<file path="src/rtl/uart_tx_arbiter.sv">
// Round-robin arbiter sharing one UART transmitter between several byte producers.
// Runs the start/done handshake, latches the granted byte and flags a sticky done timeout.
module uart_tx_arbiter #(
  parameter int NrOfRequesters = 4,
  parameter int NrOfDataBits   = 8,
  parameter int DoneTimeout    = 16
) (
  input  logic                                     clock,
  input  logic                                     reset,
  input  logic [NrOfRequesters-1:0]                req,
  input  logic [NrOfRequesters*NrOfDataBits-1:0]   data,
  output logic [NrOfRequesters-1:0]                ack,
  output logic                                     busy,
  output logic                                     error,
  output logic                                     uartStart,
  output logic [NrOfDataBits-1:0]                  uartData,
  input  logic                                     uartDone
);

  localparam int PtrW  = (NrOfRequesters > 2) ? $clog2(NrOfRequesters) : 1;
  localparam int CandW = PtrW + 1;
  localparam int CntW  = (DoneTimeout > 2) ? $clog2(DoneTimeout) : 1;

  typedef enum logic [1:0] {
    StIdle,
    StStart,
    StWaitLow,
    StWaitHigh
  } state_e;

  state_e                    r_state, w_state_next;
  logic [PtrW-1:0]           r_last, w_last_next;
  logic [CntW-1:0]           r_cnt, w_cnt_next;
  logic [NrOfRequesters-1:0] r_ack, w_ack_next;
  logic                      r_start, w_start_next;
  logic                      r_error, w_error_next;
  logic [NrOfDataBits-1:0]   r_data, w_data_next;

  logic                      w_found;
  logic [PtrW-1:0]           w_grant;
  logic [CandW-1:0]          w_cand;
  logic [NrOfDataBits-1:0]   w_bytes [NrOfRequesters];

  for (genvar i = 0; i < NrOfRequesters; i++) begin : g_unpack
    assign w_bytes[i] = data[i*NrOfDataBits +: NrOfDataBits];
  end

  // Search last+1 upward with an explicit wrap so no index >= NrOfRequesters is produced.
  always_comb begin
    w_found = 1'b0;
    w_grant = '0;
    w_cand  = '0;
    for (int off = 1; off <= NrOfRequesters; off++) begin
      w_cand = {1'b0, r_last} + CandW'(off);
      if (w_cand >= CandW'(NrOfRequesters)) begin
        w_cand = w_cand - CandW'(NrOfRequesters);
      end
      if (!w_found && req[w_cand[PtrW-1:0]]) begin
        w_found = 1'b1;
        w_grant = w_cand[PtrW-1:0];
      end
    end
  end

  always_comb begin
    w_state_next = r_state;
    w_last_next  = r_last;
    w_cnt_next   = r_cnt;
    w_ack_next   = '0;
    w_start_next = 1'b0;
    w_error_next = r_error;
    w_data_next  = r_data;
    unique case (r_state)
      StIdle: begin
        if (w_found) begin
          w_data_next         = w_bytes[w_grant];
          w_ack_next[w_grant] = 1'b1;
          w_last_next         = w_grant;
          w_state_next        = StStart;
        end
      end
      StStart: begin
        w_start_next = 1'b1;
        w_cnt_next   = '0;
        w_state_next = StWaitLow;
      end
      StWaitLow: begin
        if (!uartDone) begin
          w_state_next = StWaitHigh;
        end else if (r_cnt == CntW'(DoneTimeout - 1)) begin
          // Transmitter never accepted the start: drop the byte and flag it.
          w_error_next = 1'b1;
          w_state_next = StIdle;
        end else begin
          w_cnt_next = r_cnt + CntW'(1);
        end
      end
      StWaitHigh: begin
        if (uartDone) begin
          w_state_next = StIdle;
        end
      end
      default: begin
        w_state_next = StIdle;
      end
    endcase
  end

  always_ff @(posedge clock) begin
    if (!reset) begin
      r_state <= StIdle;
      r_last  <= PtrW'(NrOfRequesters - 1);
      r_cnt   <= '0;
      r_ack   <= '0;
      r_start <= 1'b0;
      r_error <= 1'b0;
      r_data  <= '0;
    end else begin
      r_state <= w_state_next;
      r_last  <= w_last_next;
      r_cnt   <= w_cnt_next;
      r_ack   <= w_ack_next;
      r_start <= w_start_next;
      r_error <= w_error_next;
      r_data  <= w_data_next;
    end
  end

  assign ack       = r_ack;
  assign busy      = (r_state != StIdle);
  assign error     = r_error;
  assign uartStart = r_start;
  assign uartData  = r_data;

endmodule

</file>
<file path="config.mk">
export PLATFORM = sky130hd
export DESIGN_NAME = uart_tx_arbiter
export DESIGN_NICKNAME = d
export VERILOG_FILES = /design/src/rtl/uart_tx_arbiter.sv
export SDC_FILE = /design/constraint.sdc
export NUM_CORES = 1
export LEC_CHECK = 0
export CELL_PAD_IN_SITES_DETAIL_PLACEMENT = 0
export CELL_PAD_IN_SITES_GLOBAL_PLACEMENT = 1
export CORE_MARGIN = 10
export CORE_UTILIZATION = 28
export CTS_CLUSTER_DIAMETER = 80
export CTS_CLUSTER_SIZE = 25
export DETAILED_ROUTE_END_ITERATION = 16
export GPL_TIMING_DRIVEN = 1
export HOLD_SLACK_MARGIN = 0.15
export PLACE_DENSITY = 0.79
export SYNTH_ARGS = -nofsm -noshare
export SYNTH_HDL_FRONTEND = slang
export SYNTH_SLANG_ARGS = --single-unit
</file>
<file path="constraint.sdc">
create_clock -name clock -period 2 [get_ports clock]
set_clock_uncertainty 0.15 [all_clocks]
set_input_delay 0.6 -clock clock [delete_from_list [all_inputs] [get_ports clock]]
set_output_delay 0.6 -clock clock [all_outputs]
set_load 0.01 [all_outputs]
</file>
### Word-level counts from Yosys, hierarchy flattened

Cells that the tools add are included.

* equality and inequality tests: 9
* order comparisons: 11
* reductions and logical operators: 15
* $add $sub $neg: 9
* multiplexer cells: 34
* bitwise operators: 1

Operators with widths (count)
* $mux 2: 12
* $bmux 8 s2: 1
* $mux 8: 2
* $ge 3x3->1 const B: 5
* $lt 2x3->1 const B: 5
* $reduce_and 3->1: 4
* $mux 1: 10
* $bmux 1 s2: 4
* $mux 4: 2
* $ne 2x2->1 const B: 4
* $pmux 2 s4: 1
* $pmux 4 s2: 1
* $sub 2x1->2 const B: 4
* $add 2x2->3 const B: 2
* $add 4x1->4 const B: 1
* $eq 2x2->1 const B: 2
* $eq 4x4->1 const B: 1
* $logic_and 1x1->1: 4
* $reduce_bool 2->1: 2
* $add 2x1->3 const B: 1
* $add 2x3->3 const B: 1
* $logic_not 1->1: 3
* $ne 3x3->1 const B: 1
* $not 2->3: 1
* 5 further kinds: 5

* register bits: 22
* word-level logic and storage cells: 86

### Longest topological paths before layout

* depth after elaboration: 19
* mapped depth: 6

### Worst setup path before layout

No wires, ideal clock.

* kind: input to register
* start: in req[1]
* end: reg r_data[0] (netlist: uartData[0])
* library setup time: 0.086 ns
* slack: 0.078 ns
* required time: 1.764 ns
* arrival: 1.686 ns
* cell stages on the path: 6
* buffers on the path: 1
* cell sequence: nor2b_1 nand2_1 and3_4 buf_12 mux2i_1 a211oi_1

* word-level cells in the longest chain between the ends: 16
* elaborated cells on any way between the ends: 27
* classes of those cells: mux (19); bitwise (1); reduce/logical (7)

RTL lines
* start: declaration: line 10 `input logic [NrOfRequesters-1:0] req,`
* $bmux 1 s2: line 58 `if (!w_found && req[w_cand[PtrW-1:0]]) begin`
* $mux 1 (not written as such): line 58
* $mux 1: line 58
* $logic_not 1->1: line 58
* $logic_and 1x1->1: line 58
* $mux 1: line 58
* $logic_not 1->1: line 58
* $logic_and 1x1->1: line 58
* $mux 1: line 58
* $logic_not 1->1: line 58
* $logic_and 1x1->1: line 58
* $mux 2: line 58
* $not 2->3 (not written as such): line 76 `w_data_next = w_bytes[w_grant];`
* $bmux 8 s2: line 76
* $mux 8 (not written as such) (2 in a row): line 76
* end signal: assignment: line 125 `r_data <= w_data_next;`
* end: declaration: line 37 `logic [NrOfDataBits-1:0] r_data, w_data_next;`

Several ways; a longest one is shown, not always the timed one. The select of a mux whose other input is x is not followed.
A chain may end at the register's enable or synchronous reset.

### Final worst setup path

* start: in req[1]
* end: reg r_data[5] (netlist: uartData[5])

Same word-level chain as after synthesis.

==> flow_summary_export.csv <==
group,metric,value,unit
floorplanning,fp.dieH,83.2,µm
critical_path,setup.worst_path.class,"input pin to register",
yosys,yosysWarnings,0,
global_routing,grt_pass1_vias,1341,
floorplanning,io_pins,54,
floorplanning,fp.dieArea,0.00692,mm²
route,top_layer,"met4",
cts,clkTransAtPathRegs,0.08,ns
layout,syn2layout_area_growth,78.0,%
yosys,avgSynthCellArea,9.09,µm²
critical_path,cp_max_fo,11,
floorplanning,die_w,83.2,µm
timing,setup_viol,0,
critical_path,crit_path_cell_trace,"dlygate4sd2_1 -> or2b_1 -> a21o_4 -> and3_4 -> mux2i_1 -> a211oi_1",
layout,seqCellArea,442,µm²
layout,final_core_util,52.8,%
layout,multi_input_area,763,µm²
route,drtPass1Iterations,4,
placement,place_congestion,0.840,
cts,htree_levels,1,
yosys,synthDistinctLibCells,34,
yosys,ys_async_sr_fraction,0,%
layout,final_cell_mix,"clkdlybuf4s50_1 (49), dfxtp_1 (21), buf_4 (12)",
route,drt_iter0_markers,35,
timing,slew_viol_final,0,
route,drt-met1-wl,1580,µm
critical_path,crit_path_start_kind,"input pin",
route,dr_wl_met3,433,µm
timing,hold_violations,0,
floorplanning,start_util,29.7,%
global_routing,grt_pass1_wl,6330,µm
critical_path,cp_data_arrival_time,1.98,ns
hold_path,hp-class,"register to register",
floorplanning,rows,22,
status,status,"finished clean",
layout,diodes,0,
cts,cts_tree,"yes",
route,ant_nets,0,
pwr,power.density,787,mW/mm²
cts,numCtsBuffers,3,
yosys,yosys_most_used_dff,"dfxtp_1",
pwr,leakage,0.801,nW
timing,final.period_utilization,97.8,%
layout,nNetsFinal,233,
yosys,synthTopCellsByArea,"dfxtp_1 (39%), mux2i_1 (7.2%), a221oi_1 (6.3%)",
layout,drive_gt1_share,21.4,%
critical_path,slowest_stage,"dlygate4sd2_1",
timing,slew_headroom,79.8,%
cts,clock_latency,0.26,ns
yosys,synth_edf_count,0,
timing,period_needed,1.96,ns
route,via_per_inst,5.03,
route,drc,0,
yosys,synth_top_area_cell,"dfxtp_1",
yosys,syn_inst,123,
cts,cts_max_path_buffers,2,
route,vias,1207,
timing,whs,0.327,ns
layout,final_common_cell,"clkdlybuf4s50_1",
yosys,synthDominantCellAreaShare,39.4,%
yosys,ys_ff_latch,22,
route,wl_per_cell,15.9,µm
layout,nFillCells,324,
floorplanning,coreArea,0.00377,mm²
global_routing,antenna_found_initial,0,
global_routing,grt_max_degree,14,
cts,clock-sinks,22,
placement,post-dp-hpwl,2940,µm
critical_path,required,2.02,ns
cts,clock_tree.root_cell,"clkbuf_8",
yosys,syn-num-nets,163,
yosys,seq_area_frac_synth,39.4,%
global_routing,grt_util_all_layers,10.9,%
critical_path,cpPeakStageDelay,0.29,ns
timing,worstMarginPinSlew,0.302,ns
route,route.met2.wl,1720,µm
route,drt_wl_total,3810,µm
yosys,synth_area,0.00112,mm²
timing,rsz0062_at_grt,"false",
timing,timing.fmax,511,MHz
critical_path,endpoint_kind,"register",
run,maxCapViolCount,0,
pwr,vdd_drop_max,0.000345,V
global_routing,grt.overflow.total,0,
placement,port_buffers,53,
==> routing by layer <==
layer | track usage [%] | vias to the layer above
li1 | - | 605
met1 | 11.7 | 543
met4 | 5.23 | 0
met3 | 6.45 | 7
met2 | 16.6 | 52
met5 | 0 | -
==> worst max-delay path, delay by kind of cell <==
| family | cells | cell delay (ns) |
|---|---|---|
| AND/OR/NAND/NOR | 2 | 0.46 |
| multiplexers | 1 | 0.13 |
| AO/OA/AOI/OAI | 2 | 0.50 |
| buffers and inverters | 1 | 0.29 |
==> logic make-up after synthesis <==
kind of cell | count (synthesis) | synth area share, %
and+or+nand+nor | 44 | 20.9
AOI/OAI and AO/OA | 40 | 25.7
DFF | 22 | 39.4
muxes | 9 | 8.17
buffers and inverters | 5 | 3.13
xor gates and xnor gates | 2 | 1.57
adders and majority gates | 1 | 1.12
==> registers in the layout, indices dropped and copies added (netlist names) <==
signal	cells
r_last	2
r_cnt	4
error	1
ack	4
uartData	8
uartStart	1
r_state	2
==> layout make-up <==
cell class                 count  area share [%]
clock buffer                   3            2.07
multi-input combinational     97            38.3
clock inverter                 1            1.51
timing repair buffer          67            32.5
sequential                    22            22.2
tap                           48            3.02
inverter                       2           0.377
==> power breakdown <==
part           switching (mW)  internal, mW  leakage, nW
sequential             0.0395         0.497        0.181
combinational           0.281         0.336        0.584
clock                   0.146         0.267       0.0357
==> path summary, 6_finish.rpt <==
path / depth (start not counted) / slack, ns / end / startpoint
max: 6 / 0.04 / uartData[5] / req[1]
min: 2 / 0.33 / r_state[1] / r_state[1]
max reg2reg: 5 / 0.29 / uartData[5] / r_last[1]
min reg2reg: 2 / 0.33 / r_state[1] / r_state[1]
==> through the flow <==
| stage | setup TNS [ns] | instances | power (mW) | setup slack [ns] | area, µm² |
|---|---|---|---|---|---|
| finish | 0 | 240 | 1.57 | 0.0436 | 1990 |
| global route | 0 | 240 | 1.67 | 0.000288 | 1990 |
| CTS | 0 | 239 | 1.54 | 0.0413 | 1920 |
| detailed placement | -7.54 | 234 | 1.07 | -0.633 | 1780 |
| global placement | -6.87 | 234 | 1.06 | -0.563 | 1780 |
| floorplan | 0 | 123 | 0.793 | 0.0781 | 1120 |
==> cell usage after synthesis, drive strengths merged (3+ instances only) <==
cell	n
a211oi	8
a21oi	6
a221oi	8
o21ai	10
mux2i	8
and3	12
nand3	3
nand2	9
nor2	10
dfxtp	22
==> repair_timing <==
action / CTS / global route
hold buffers: 0 / 0
resized for setup: 19 / 8
endpoints found under the hold margin: 0 / 0
pin swaps: 2 / 1
cloned: 1 / 0
setup buffers: 0 / 1
endpoints found under the setup margin: 14 / 11
Power figures use the tool's default switching activity.
